### src/rtl/synth_pkg.sv
// Shared midi_synth definitions: default field widths, allocator FSM states and
// the per-voice configuration record consumed by the voice bank.
package synth_pkg;

   localparam int NOTE_W_DFLT = 7;
   localparam int VEL_W_DFLT  = 7;

   typedef enum logic [1:0] {
      IDLE   = 2'd0,
      SCAN   = 2'd1,
      COMMIT = 2'd2
   } alloc_state_t;

   typedef struct packed {
      logic [NOTE_W_DFLT-1:0] note;
      logic [VEL_W_DFLT-1:0]  vel;
      logic                   gate;
   } voice_cfg_t;

endpackage

### src/rtl/voice_allocator.sv
// Polyphonic voice scheduler: scans the voice table one slot per cycle, then
// retriggers, fills a free slot or steals the oldest voice with one config write.
module voice_allocator
   import synth_pkg::*;
#(
   parameter int NUM_VOICES = 4,
   parameter int NOTE_W     = NOTE_W_DFLT,
   parameter int VEL_W      = VEL_W_DFLT,
   parameter int AGE_W      = 8
) (
   input  logic                          i_clk,
   input  logic                          i_reset,
   input  logic                          i_evt_valid,
   output logic                          o_evt_ready,
   input  logic                          i_evt_note_on,
   input  logic [NOTE_W-1:0]             i_evt_note,
   input  logic [VEL_W-1:0]              i_evt_vel,
   output logic                          o_voice_wr,
   output logic [$clog2(NUM_VOICES)-1:0] o_voice_idx,
   output logic [NOTE_W-1:0]             o_voice_note,
   output logic [VEL_W-1:0]              o_voice_vel,
   output logic                          o_voice_gate,
   output logic                          o_voice_steal,
   output logic [NUM_VOICES-1:0]         o_active_mask
);

   localparam int                IDX_W    = $clog2(NUM_VOICES);
   localparam logic [IDX_W-1:0]  LAST_IDX = IDX_W'(NUM_VOICES - 1);
   localparam logic [AGE_W-1:0]  AGE_MAX  = '1;

   alloc_state_t state, state_nxt;
   logic [IDX_W-1:0] scan_idx;
   logic             accept;

   logic              ev_on;
   logic [NOTE_W-1:0] ev_note;
   logic [VEL_W-1:0]  ev_vel;

   logic [NUM_VOICES-1:0] active;
   logic [NOTE_W-1:0]     note_tbl [NUM_VOICES];
   logic [AGE_W-1:0]      age_tbl  [NUM_VOICES];

   logic             match_found, match_found_nxt;
   logic             free_found, free_found_nxt;
   logic             old_found, old_found_nxt;
   logic [IDX_W-1:0] match_idx, match_idx_nxt;
   logic [IDX_W-1:0] free_idx, free_idx_nxt;
   logic [IDX_W-1:0] old_idx, old_idx_nxt;
   logic [AGE_W-1:0] old_age, old_age_nxt;

   logic             res_wr;
   logic             res_steal;
   logic [IDX_W-1:0] res_idx;

   assign o_evt_ready   = (state == IDLE) && !i_reset;
   assign accept        = i_evt_valid && o_evt_ready;
   assign o_active_mask = active;

   always_comb begin
      state_nxt = state;
      case (state)
         IDLE:    if (accept) state_nxt = SCAN;
         SCAN:    if (scan_idx == LAST_IDX) state_nxt = COMMIT;
         COMMIT:  state_nxt = IDLE;
         default: state_nxt = IDLE;
      endcase
   end

   // Fold the slot under the scan pointer into the running match/free/oldest picks.
   always_comb begin
      match_found_nxt = match_found;
      match_idx_nxt   = match_idx;
      free_found_nxt  = free_found;
      free_idx_nxt    = free_idx;
      old_found_nxt   = old_found;
      old_idx_nxt     = old_idx;
      old_age_nxt     = old_age;
      if (active[scan_idx]) begin
         if (!match_found && note_tbl[scan_idx] == ev_note) begin
            match_found_nxt = 1'b1;
            match_idx_nxt   = scan_idx;
         end
         if (!old_found || age_tbl[scan_idx] > old_age) begin
            old_found_nxt = 1'b1;
            old_idx_nxt   = scan_idx;
            old_age_nxt   = age_tbl[scan_idx];
         end
      end else if (!free_found) begin
         free_found_nxt = 1'b1;
         free_idx_nxt   = scan_idx;
      end
   end

   always_comb begin
      res_wr    = 1'b0;
      res_steal = 1'b0;
      res_idx   = match_idx_nxt;
      if (ev_on) begin
         res_wr = 1'b1;
         if (match_found_nxt) begin
            res_idx = match_idx_nxt;
         end else if (free_found_nxt) begin
            res_idx = free_idx_nxt;
         end else begin
            res_idx   = old_idx_nxt;
            res_steal = 1'b1;
         end
      end else if (match_found_nxt) begin
         res_wr = 1'b1;
      end
   end

   // Event latch and scan trackers; always initialised on accept, so no reset.
   always_ff @(posedge i_clk) begin
      if (accept) begin
         ev_on       <= i_evt_note_on && (i_evt_vel != '0);
         ev_note     <= i_evt_note;
         ev_vel      <= i_evt_vel;
         match_found <= 1'b0;
         free_found  <= 1'b0;
         old_found   <= 1'b0;
         match_idx   <= '0;
         free_idx    <= '0;
         old_idx     <= '0;
         old_age     <= '0;
      end else if (state == SCAN) begin
         match_found <= match_found_nxt;
         match_idx   <= match_idx_nxt;
         free_found  <= free_found_nxt;
         free_idx    <= free_idx_nxt;
         old_found   <= old_found_nxt;
         old_idx     <= old_idx_nxt;
         old_age     <= old_age_nxt;
      end
   end

   // Control, write port and voice table. The write is registered on the last
   // scan edge so it is visible throughout COMMIT; the table follows on COMMIT's edge.
   always_ff @(posedge i_clk) begin
      if (i_reset) begin
         state         <= IDLE;
         scan_idx      <= '0;
         active        <= '0;
         o_voice_wr    <= 1'b0;
         o_voice_steal <= 1'b0;
         o_voice_idx   <= '0;
         o_voice_note  <= '0;
         o_voice_vel   <= '0;
         o_voice_gate  <= 1'b0;
         for (int i = 0; i < NUM_VOICES; i++) age_tbl[i] <= '0;
      end else begin
         state         <= state_nxt;
         o_voice_wr    <= 1'b0;
         o_voice_steal <= 1'b0;
         case (state)
            IDLE: if (accept) scan_idx <= '0;
            SCAN: begin
               scan_idx <= scan_idx + 1'b1;
               if (scan_idx == LAST_IDX && res_wr) begin
                  o_voice_wr    <= 1'b1;
                  o_voice_steal <= res_steal;
                  o_voice_idx   <= res_idx;
                  o_voice_note  <= ev_note;
                  o_voice_vel   <= ev_on ? ev_vel : '0;
                  o_voice_gate  <= ev_on;
               end
            end
            COMMIT: if (o_voice_wr) begin
               for (int i = 0; i < NUM_VOICES; i++) begin
                  if (IDX_W'(i) == o_voice_idx) begin
                     active[i]   <= o_voice_gate;
                     note_tbl[i] <= o_voice_note;
                     age_tbl[i]  <= '0;
                  end else if (o_voice_gate && active[i] && age_tbl[i] != AGE_MAX) begin
                     age_tbl[i] <= age_tbl[i] + 1'b1;
                  end
               end
            end
            default: ;
         endcase
      end
   end

endmodule
### config.mk
export PLATFORM = sky130hd
export DESIGN_NAME = voice_allocator
export DESIGN_NICKNAME = d
export VERILOG_FILES = /design/src/rtl/synth_pkg.sv /design/src/rtl/voice_allocator.sv
export SDC_FILE = /design/constraint.sdc
export NUM_CORES = 1
export LEC_CHECK = 0
export ABC_AREA = 1
export BUFFER_PORTS_ARGS = -buffer_cell sky130_fd_sc_hd__buf_2
export CORE_MARGIN = 1
export CORE_UTILIZATION = 35
export CTS_CLUSTER_DIAMETER = 40
export DETAILED_ROUTE_END_ITERATION = 8
export PLACE_DENSITY = 0.5
export SLEW_MARGIN = 5
export SYNTH_ARGS = -nofsm -noshare
export SYNTH_HDL_FRONTEND = slang
export SYNTH_SLANG_ARGS = --single-unit
### constraint.sdc
create_clock -name i_clk -period 3.7 [get_ports i_clk]
set_input_delay 0 -clock i_clk [delete_from_list [all_inputs] [get_ports i_clk]]
set_output_delay 0 -clock i_clk [all_outputs]
set_load 0.01 [all_outputs]
==> results of run 1 <==
==> final timing paths <==
kind,startpoint,end,cells past startpoint
hold reg to reg,o_voice_vel[2],o_voice_vel[2],2
setup reg to reg,flip-flop,old_age[2],15
hold / removal,i_evt_valid,free_idx[0],4
setup / recovery,flip-flop,old_age[2],15
==> kinds of logic after synthesis <==
logic type	Yosys count
AOI/OAI and AO/OA	85
xor gates and xnor gates	8
adders and majority gates	13
buffers and inverters	74
DFF	121
and+or+nand+nor	320
==> sequential cells by signal (all words and copies together) (netlist names), 4 cells and up, named ones only <==
signal	count
o_voice_note	7
age_tbl	32
note_tbl	28
ev_note	7
o_active_mask	4
ev_vel	7
o_voice_vel	7
old_age	8
==> layer usage <==
layer  GRT usage [%]  vias to the layer above  wire length, µm
li1                -                     2247                -
met1            24.2                     2126             6860
met2            26.8                       88             6350
met3            5.00                       20              548
met4            7.52                        0              228
met5               0                        -                0
==> power breakdown <==
part	internal (W)	switching (W)
Sequential	0.00146	0.0000364
Combinational	0.0000821	0.000139
Clock	0.000961	0.000625
Total	0.00251	0.000801
==> timing repair <==
action                    CTS  global route
hold endpoints to repair   21             0
hold buffers               16             0
gates resized for setup     0             0
==> layout by cell type, fill, tap and decap left out, types with 9 or more instances in the layout <==
master	n
clkbuf_16	17
nand3_1	55
nand2_2	16
dlygate4sd3_1	16
dfxtp_1	46
a21oi_1	33
nor2_1	68
buf_2	41
edfxtp_1	75
nand2_1	138
ha_1	13
o21ai_0	23
a211oi_1	9
inv_1	51
==> per-stage QoR <==
| step | power [W] | worst slack, ns | hold slack (ns) | std cells | util (%) |
|---|---|---|---|---|---|
| 2_1_floorplan | 0.00168 | 1.00 | 0.0989 | 621 | - |
| 3_3_place_gp | 0.00173 | 0.911 | 0.177 | 867 | 38.5 |
| 3_5_place_dp | 0.00173 | 0.682 | 0.179 | 867 | 38.5 |
| 4_1_cts | 0.00333 | 0.663 | 0.160 | 915 | 43.1 |
| 5_1_grt | 0.00344 | 0.268 | 0.210 | 915 | 43.1 |
| 6_report | 0.00331 | 0.660 | 0.180 | 915 | 43.1 |
==> area by class of cell <==
type                    instances  area [µm²]
clock buffers                  19         453
clock inverters                13         123
fillers                      1565        9080
inverters                      60         230
multi-input cells             426        2230
flip-flops and latches        121        3170
well taps                     216         270
repair buffers                 60         388
==> Yosys cell counts, drive strengths merged <==
cell	n	area, µm²
or2	3	18.8
nand2	155	638
xnor2	3	26.3
buf	10	88.8
clkbuf	4	15.0
o22ai	4	25.0
a21oi	40	226
o21ai	23	115
a211oi	9	67.6
ha	13	163
edfxtp	75	2250
nor2	73	292
dfxtp	46	921
nand3b	3	22.5
a21o	1	7.51
nor3b	6	45.0
xor2	5	43.8
inv	58	223
o211ai	1	7.51
nor3	7	35.0
clkinv	2	7.51
nand3	63	363
a32o	3	30.0
a21boi	1	7.51
nor4	4	40.0
a31oi	3	18.8
nand4	6	37.5
==> worst register-to-register path, stage by stage (launching register included) <==
cell      delay [ns]
dfxtp_1         0.61
inv_6           0.20
o21ai_0         0.22
o21ai_0         0.15
ha_1            0.32
nand2_1         0.06
nor2_1          0.16
nand2_1         0.08
nand2_1         0.06
nand2_1         0.05
nand2_1         0.12
nand2_1         0.12
nor2_2          0.24
inv_1           0.27
nor2_1          0.17
a211oi_1        0.06
==> impl_metrics.py, run 1 <==
metrics = {
    "run_status": {
        "outcome": "completed",
    },
    "timing": {
        "slew_viol_final": 0,
        "fin_crit_sh_pct": 82.2,
        "final_hold_viol_count": 0,
        "worst_pin_slew_ns": 0.870,
        "maxSlewHeadroom_pct": 41.8,
        "fin_crit_ns": 3.04,
        "rsz0062_at_grt": "false",
        "fin_worst_skew_ns": 0.0103,
        "timing.setup.tns_ns": 0,
        "setup-violations-final": 0,
        "fmax_ghz": 0.329,
    },
    "drt": {
        "drc": 0,
        "first_pass_iters": 4,
        "via_count": 4481,
        "drt_iter0_markers": 299,
        "avgViaCountPerCell": 4.90,
        "ant_nets": 0,
        "wl_per_cell_um": 15.3,
        "routed_wl_um": 14000,
    },
    "synthesis": {
        "syn_nets": 652,
        "synthCells": 621,
        "synthMuxAreaShare_pct": 0,
        "netlist_area_mm2": 0.00574,
        "ys_types": 42,
        "synth.yosys.seq_area_share_pct": 55.3,
        "synth_compound_area_share_pct": 8.81,
        "synth_top_family_by_area": "simple AND/OR/NAND/NOR gates",
        "synthXorXnorAreaFrac_pct": 1.22,
        "yosys.area_share.adder_pct": 2.84,
        "synth_simple_gate_area_share_pct": 26.0,
        "ys_seq_elements": 121,
        "ys_warn_count": 0,
        "syn_avg_cell_area_um2": 9.24,
    },
    "floorplan": {
        "die_area_mm2": 0.0169,
        "ios": 42,
        "num_rows": 46,
        "start_util_pct": 36.0,
        "core_mm2": 0.0159,
        "die_w_um": 130,
        "die_h_um": 130,
    },
    "global_routing": {
        "overflow": 0,
        "grt_pass1_wl_um": 22300,
        "antenna_found_initial": 0,
        "grt_use_total_pct": 17.9,
        "grt_start_max_net_pins": 34,
        "grt_pass1_vias": 4290,
    },
    "layout": {
        "syn_to_final_growth_pct": 19.7,
        "antenna_cells": 0,
        "nets": 717,
        "final_cell_area_mm2": 0.00687,
        "final_layout_size_suffix_gt1_share_pct": 17.7,
    },
    "critical_path": {
        "crit_family": "simple AND/OR/NAND/NOR gates",
        "endpoint_kind": "flip-flop",
        "slowest_stage": "dfxtp_1",
        "crit_arrival_ns": 3.32,
        "cp_common_cell": "nand2_1",
        "slowest_delay_ns": 0.61,
        "critPathMaxFanout": 33,
        "cp.required_ns": 3.98,
        "rrSetupSlack_ns": 0.66,
        "path_buf_inv": 2,
        "path_class": "reg -> reg",
        "cp-start-kind": "flip-flop",
        "cp_cell_sequence": "inv_6 > o21ai_0 > o21ai_0 > ha_1 > nand2_1 > nor2_1 > nand2_1 > nand2_1 > nand2_1 > nand2_1 > nand2_1 > nor2_2 > inv_1 > nor2_1 > a211oi_1",
    },
    "clock_network": {
        "path_clk_slew_ns": 0.06,
        "clk_latency_ns": 0.42,
        "clockBufferDepth": 2,
        "cts-buffers-inserted": 17,
        "cts-root-buf": "clkbuf_16",
        "cts_sinks": 121,
        "cts_tree": "yes",
        "postCtsSetupBuffers": 0,
        "cts_max_level": 4,
    },
    "placed_design": {
        "placed_area_mm2": 0.00613,
        "gp_congestion": 0.858,
        "dp_hpwl_um": 9940,
        "port_buffers": 41,
    },
    "job": {
        "maxCapViolCount": 0,
    },
    "power_and_ir_drop": {
        "leakage_nw": 2.72,
        "vdd_ir_drop_max_uv": 298,
        "p_per_area_mw_per_mm2": 482,
    },
    "hold_path": {
        "hp-class": "in -> reg",
    },
}
(Power assumes the default switching activity.)
==> run 2, diff against run 1 <==
--- a/config.mk
+++ b/config.mk
@@ -5,7 +5,7 @@
 export SDC_FILE = /design/constraint.sdc
 export NUM_CORES = 1
 export LEC_CHECK = 0
-export ABC_AREA = 1
+export ABC_AREA = 0
 export BUFFER_PORTS_ARGS = -buffer_cell sky130_fd_sc_hd__buf_2
 export CORE_MARGIN = 1
 export CORE_UTILIZATION = 35
==> constraint.sdc (replaced) <==
create_clock -name i_clk -period 3 [get_ports i_clk]
set_input_delay 0 -clock i_clk [delete_from_list [all_inputs] [get_ports i_clk]]
set_output_delay 0 -clock i_clk [all_outputs]
set_load 0.01 [all_outputs]
==> impl_metrics.py, run 2 <==
metrics = {
    "timing": {
        "final.setup.worst_slack_ns": 0.146,
        "maxSlewHeadroom_pct": 43.9,
        "fmax_ghz": 0.350,
        "setup-violations-final": 0,
        "worst_pin_slew_ns": 0.839,
        "final_hold_viol_count": 0,
        "fin_crit_sh_pct": 95.1,
        "slew_viol_final": 0,
        "fin_crit_ns": 2.85,
        "fin_worst_skew_ns": 0.00794,
    },
    "global_routing": {
        "grt_pass1_wl_um": 19900,
        "grt_use_total_pct": 16.8,
        "grt_pass1_vias": 3626,
        "overflow": 0,
        "grt_start_max_net_pins": 29,
        "antenna_found_initial": 0,
    },
    "synthesis": {
        "async_flop_share_pct": 0,
        "syn_avg_cell_area_um2": 11.8,
        "ys_seq_elements": 121,
        "synth_edf_count": 75,
        "synthMuxAreaShare_pct": 10.2,
        "yosys.area.top_type": "edfxtp_1",
        "synth.yosys.seq_area_share_pct": 58.2,
        "synth_top_area_share_pct": 41.3,
        "synth_top_family_by_area": "simple AND/OR/NAND/NOR gates",
        "synth_simple_gate_area_share_pct": 14.5,
        "netlist_area_mm2": 0.00545,
        "synth_compound_area_share_pct": 6.11,
        "ys_types": 45,
        "synthFlopType": "edfxtp_1",
        "syn_nets": 493,
        "ys_warn_count": 0,
        "synth_area_leaders": "edfxtp_1 (41%), dfxtp_1 (17%), nor2_1 (6.1%)",
        "synthXorXnorAreaFrac_pct": 5.14,
        "synthCells": 462,
        "yosysMostFrequentCell": "nor2_1",
        "yosys.area_share.adder_pct": 2.99,
        "ys_top_cells_by_count": "nor2_1 (88), edfxtp_1 (75), dfxtp_1 (46)",
    },
    "clock_network": {
        "cts-buffers-inserted": 17,
        "clk_latency_ns": 0.42,
        "cts_sinks": 121,
        "cts_max_level": 4,
        "path_clk_slew_ns": 0.06,
        "cts-root-buf": "clkbuf_16",
        "clockBufferDepth": 2,
        "cts_tree": "yes",
    },
    "critical_path": {
        "r2r-start": "age_tbl[0][1]",
        "worstReg2RegEnd": "o_voice_idx[1]",
        "crit_arrival_ns": 3.13,
        "cp-start-kind": "flip-flop",
        "cp.required_ns": 3.28,
        "crit_path_end": "o_voice_idx[1]",
        "critPathMaxFanout": 3,
        "path_class": "reg -> reg",
        "rrSetupSlack_ns": 0.15,
        "setup.worst_path.start": "age_tbl[0][1]",
        "endpoint_kind": "flip-flop",
        "reg2reg_depth": 11,
    },
    "hold_path": {
        "hp-class": "in -> reg",
    },
    "layout": {
        "final_cell_mix": "nor2_1 (88), edfxtp_1 (75), dfxtp_1 (45)",
        "utilization_pct": 44.2,
        "syn_to_final_growth_pct": 23.4,
        "antenna_cells": 0,
        "nets": 573,
        "layout_commonest_cell": "nor2_1",
        "largestRegisters": "age_tbl (32), note_tbl (28), old_age (8)",
        "final_layout_size_suffix_gt1_share_pct": 20.7,
        "regMostFlops": "age_tbl",
        "largest_reg_flops": 32,
    },
    "placed_design": {
        "port_buffers": 41,
        "place_ws_ns": -0.166,
        "dp_hpwl_um": 8790,
        "gp_congestion": 0.786,
    },
    "drt": {
        "drc": 0,
        "drt_iter0_markers": 171,
        "routed_wl_um": 12400,
        "via_count": 3740,
        "avgViaCountPerCell": 5.03,
        "ant_nets": 0,
        "first_pass_iters": 4,
        "wl_per_cell_um": 16.7,
    },
    "floorplan": {
        "die_h_um": 127,
        "num_rows": 45,
        "die_area_mm2": 0.0161,
        "die_w_um": 127,
        "core_mm2": 0.0152,
        "start_util_pct": 35.8,
        "ios": 42,
    },
    "power_and_ir_drop": {
        "power_w": 0.00386,
        "vdd_ir_drop_max_uv": 376,
        "p_per_area_mw_per_mm2": 574,
        "leakage_nw": 2.51,
    },
    "run_status": {
        "outcome": "completed",
    },
    "job": {
        "maxCapViolCount": 0,
    },
}
[run 2: changes by cell type after synthesis, sizes merged, moves of 9 or more]
cell	before	now
xnor2	3	13
a211oi	9	0
o21ai	23	10
xor2	5	19
inv	58	17
nand3	63	15
mux4	0	13
mux2i	0	26
a21oi	40	13
and3	0	9
nor2	73	88
nand2	155	23
[run 2: worst max-delay path, cell delays in order (launching register included)]
cell and delay (ns):
edfxtp_1 0.44, mux4_2 0.51, ha_1 0.30, nor2b_1 0.14
o211ai_1 0.15, a21oi_1 0.10, nor4_2 0.26, buf_4 0.17
o21ai_2 0.08, o311a_1 0.31, o22ai_1 0.17, a2111oi_2 0.09
[run 2: final cells by class]
class,count,area (µm²)
sequential,121,3170
inverter,17,63.8
tap,188,235
multi-input combinational,305,2140
clock inverter,11,72.6
clock buffer,21,460
timing repair buffer,80,579
fill,1437,8480
[run 2: routing by layer]
layer	global-route usage (%)	share of wire (%)
met1	24.7	51
met2	24.0	44
met3	3.75	3.2
met4	6.72	1.6
met5	0	0
[run 2: worst min path at each step]
stage	from	to	depth (start not counted)
4_1_cts	i_evt_valid	free_found	3
2_1_floorplan	i_evt_note[0]	ev_note[0]	0
6_report	i_evt_valid	free_found	3
3_5_place_dp	i_evt_note[6]	ev_note[6]	1
3_3_place_gp	i_evt_note[4]	ev_note[4]	1
5_1_grt	i_evt_valid	old_age[2]	3
[run 2: logic make-up (layout without fill, tap and decap cells)]
group / Yosys count / count (layout)
simple gates: 173 / 173
flops: 121 / 121
compound gates: 48 / 48
mux: 39 / 39
buf+inv: 36 / 129
xor+xnor: 32 / 32
fa+ha+maj: 13 / 13
[run 2: through the flow]
step / hold WS, ns / TNS, ns / instances / cell area (µm²)
CTS: 0.246 / 0 / 742 / 6710
finish: 0.235 / 0 / 743 / 6720
global placement: 0.177 / -0.222 / 694 / 6010
global route: 0.271 / -0.0225 / 743 / 6720
detailed placement: 0.179 / -0.285 / 694 / 6010
floorplan: 0.0989 / 0 / 462 / 5450
[run 2: power breakdown]
part           switching (W)  leakage [nW]  total [W]  internal [W]
Clock               0.000736         0.253    0.00183       0.00109
Sequential         0.0000365          1.10    0.00183       0.00179
Combinational       0.000106          1.16   0.000202     0.0000967
[run 2: timing repair]
| action | CTS | global route |
|---|---|---|
| buffers inserted | 0 | 1 |
| hold buffers | 16 | 0 |
| pin swaps | 0 | 1 |
| endpoints found under the hold margin | 18 | 0 |
| endpoints found under the setup margin | 2 | 10 |
| gates resized for setup | 2 | 3 |
==> run 3, diff against run 2 <==
--- a/config.mk
+++ b/config.mk
@@ -6,7 +6,7 @@
 export NUM_CORES = 1
 export LEC_CHECK = 0
 export ABC_AREA = 0
-export BUFFER_PORTS_ARGS = -buffer_cell sky130_fd_sc_hd__buf_2
+export BUFFER_PORTS_ARGS = -buffer_cell sky130_fd_sc_hd__buf_4
 export CORE_MARGIN = 1
 export CORE_UTILIZATION = 35
 export CTS_CLUSTER_DIAMETER = 40
==> impl_metrics.py, run 3 (same netlist as run 2, synthesis figures left out) <==
metrics = {
    "global_routing": {
        "grt_use_total_pct": 16.4,
        "grt_start_max_net_pins": 35,
        "grt_util_met3_pct": 3.80,
        "overflow": 0,
        "grt.busiest_layer": "met1",
        "antenna_found_initial": 0,
        "grt_pass1_vias": 3602,
        "use_met2_pct": 23.3,
        "met1_usage_pct": 23.4,
        "grt_pass1_wl_um": 19500,
    },
    "timing": {
        "fmax_ghz": 0.349,
        "worst_pin_slew_ns": 0.806,
        "fin_crit_sh_pct": 95.6,
        "holdWs_ns": 0.244,
        "maxSlewHeadroom_pct": 46.1,
        "fin_worst_skew_ns": 0.00773,
        "final_hold_viol_count": 0,
        "fin_crit_ns": 2.87,
        "slew_viol_final": 0,
        "final.setup.worst_slack_ns": 0.132,
        "setup-violations-final": 0,
        "timing.setup.tns_ns": 0,
    },
    "placed_design": {
        "port_buffers": 41,
        "place_ws_ns": -0.0655,
        "dp_cells": 694,
        "placed_area_mm2": 0.00610,
        "dp_hpwl_um": 8560,
        "gp_congestion": 0.804,
    },
    "floorplan": {
        "ios": 42,
        "die_area_mm2": 0.0161,
        "num_rows": 45,
        "die_h_um": 127,
        "die_w_um": 127,
        "start_util_pct": 35.8,
        "core_mm2": 0.0152,
    },
    "layout": {
        "syn_to_final_growth_pct": 25.9,
        "layout_commonest_cell": "nor2_1",
        "stdcell_count": 744,
        "antenna_cells": 0,
        "fillers": 1396,
        "largest_reg_flops": 32,
        "nets": 574,
        "final_layout_size_suffix_gt1_share_pct": 20.9,
        "final_cell_area_mm2": 0.00686,
        "largestRegisters": "age_tbl (32), note_tbl (28), old_age (8)",
        "regMostFlops": "age_tbl",
        "final_cell_mix": "nor2_1 (88), edfxtp_1 (75), buf_4 (63)",
    },
    "clock_network": {
        "cts-root-buf": "clkbuf_16",
        "cts_tree": "yes",
        "clockBufferDepth": 2,
        "cts_sinks": 121,
        "cts_max_level": 4,
        "path_clk_slew_ns": 0.06,
        "clk_latency_ns": 0.42,
        "cts-buffers-inserted": 17,
    },
    "critical_path": {
        "cp_cell_sequence": "mux4_2 > ha_1 > nor2b_1 > o211ai_1 > a21oi_1 > nor4_2 > buf_4 > o21ai_2 > o311a_1 > o22ai_1 > a2111oi_2",
        "slowest_stage": "mux4_2",
        "critPathMaxFanout": 3,
        "cp-start-kind": "flip-flop",
        "endpoint_kind": "flip-flop",
        "path_buf_inv": 1,
        "crit_family": "compound AO/OA/AOI/OAI gates",
        "crit_arrival_ns": 3.16,
        "slowest_delay_ns": 0.49,
        "cp.required_ns": 3.29,
        "path_class": "reg -> reg",
    },
    "drt": {
        "ant_nets": 0,
        "wl_per_cell_um": 16.5,
        "drt_iter0_markers": 240,
        "routed_wl_um": 12300,
        "via_count": 3735,
        "first_pass_iters": 4,
        "drc": 0,
        "avgViaCountPerCell": 5.02,
    },
    "power_and_ir_drop": {
        "vdd_ir_drop_max_uv": 353,
        "leakage_nw": 2.55,
        "p_per_area_mw_per_mm2": 586,
    },
    "run_status": {
        "outcome": "completed",
    },
    "hold_path": {
        "hp-class": "in -> reg",
    },
    "job": {
        "maxCapViolCount": 0,
    },
}
[run 3: changes by cell type in the layout (fill, tap and decap cells not counted), sizes merged]
cell and delta:
bufinv +2, buf +1, clkinvlp -2
[run 3: tightest hold or removal path, cell delays in order]
cell and delay, ns:
buf_4 0.10, and2_1 0.12, buf_4 0.26, nor2_1 0.13
[run 3: path summary, 6_finish.rpt]
check	startpoint	end	slack (ns)	depth (start not counted)
worst max-delay path	age_tbl[0][1]	o_voice_idx[1]	0.13	11
worst min-delay path	i_evt_valid	old_idx[0]	0.24	4
worst max register to register	age_tbl[0][1]	o_voice_idx[1]	0.13	11
worst min register to register	match_idx[0]	match_idx[0]	0.46	2
[run 3: per-stage QoR]
stage	total power, W	util, %
3_3_place_gp	0.00205	40.1
3_5_place_dp	0.00205	40.1
2_1_floorplan	0.00198	-
6_report	0.00402	45.1
4_1_cts	0.00405	44.9
5_1_grt	0.00414	45.1
[run 3: report_power, final]
group | internal (W) | switching, W | leakage (nW)
sequential | 0.00179 | 0.0000355 | 1.10
combinational | 0.000104 | 0.000105 | 1.17
clock | 0.00124 | 0.000738 | 0.278
[run 3: layout make-up]
type                            instances  area [µm²]  share of cell area (%)
Clock buffer                           21         450                    6.57
Clock inverter                         11         121                    1.77
Inverter                               17        63.8                   0.931
Multi-Input combinational cell        305        2140                    31.1
Sequential cell                       121        3180                    46.3
Tap cell                              188         235                    3.43
Timing Repair Buffer                   81         673                    9.82
[run 3: what timing repair did]
| item | CTS | global route |
|---|---|---|
| resized for setup | 2 | 4 |
| hold buffers | 16 | 0 |
| pin swaps | 1 | 0 |
| setup buffers | 0 | 2 |
| setup endpoints to repair | 2 | 2 |
| endpoints found under the hold margin | 33 | 0 |
| gates cloned | 0 | 0 |
[run 3: per-layer routing]
layer | share of wire (%) | routed length [µm] | up-vias
li1 | - | - | 1834
met5 | 0 | 0 | -
met4 | 1.7 | 208 | 0
met2 | 42 | 5210 | 78
met1 | 52 | 6370 | 1804
met3 | 3.9 | 477 | 19
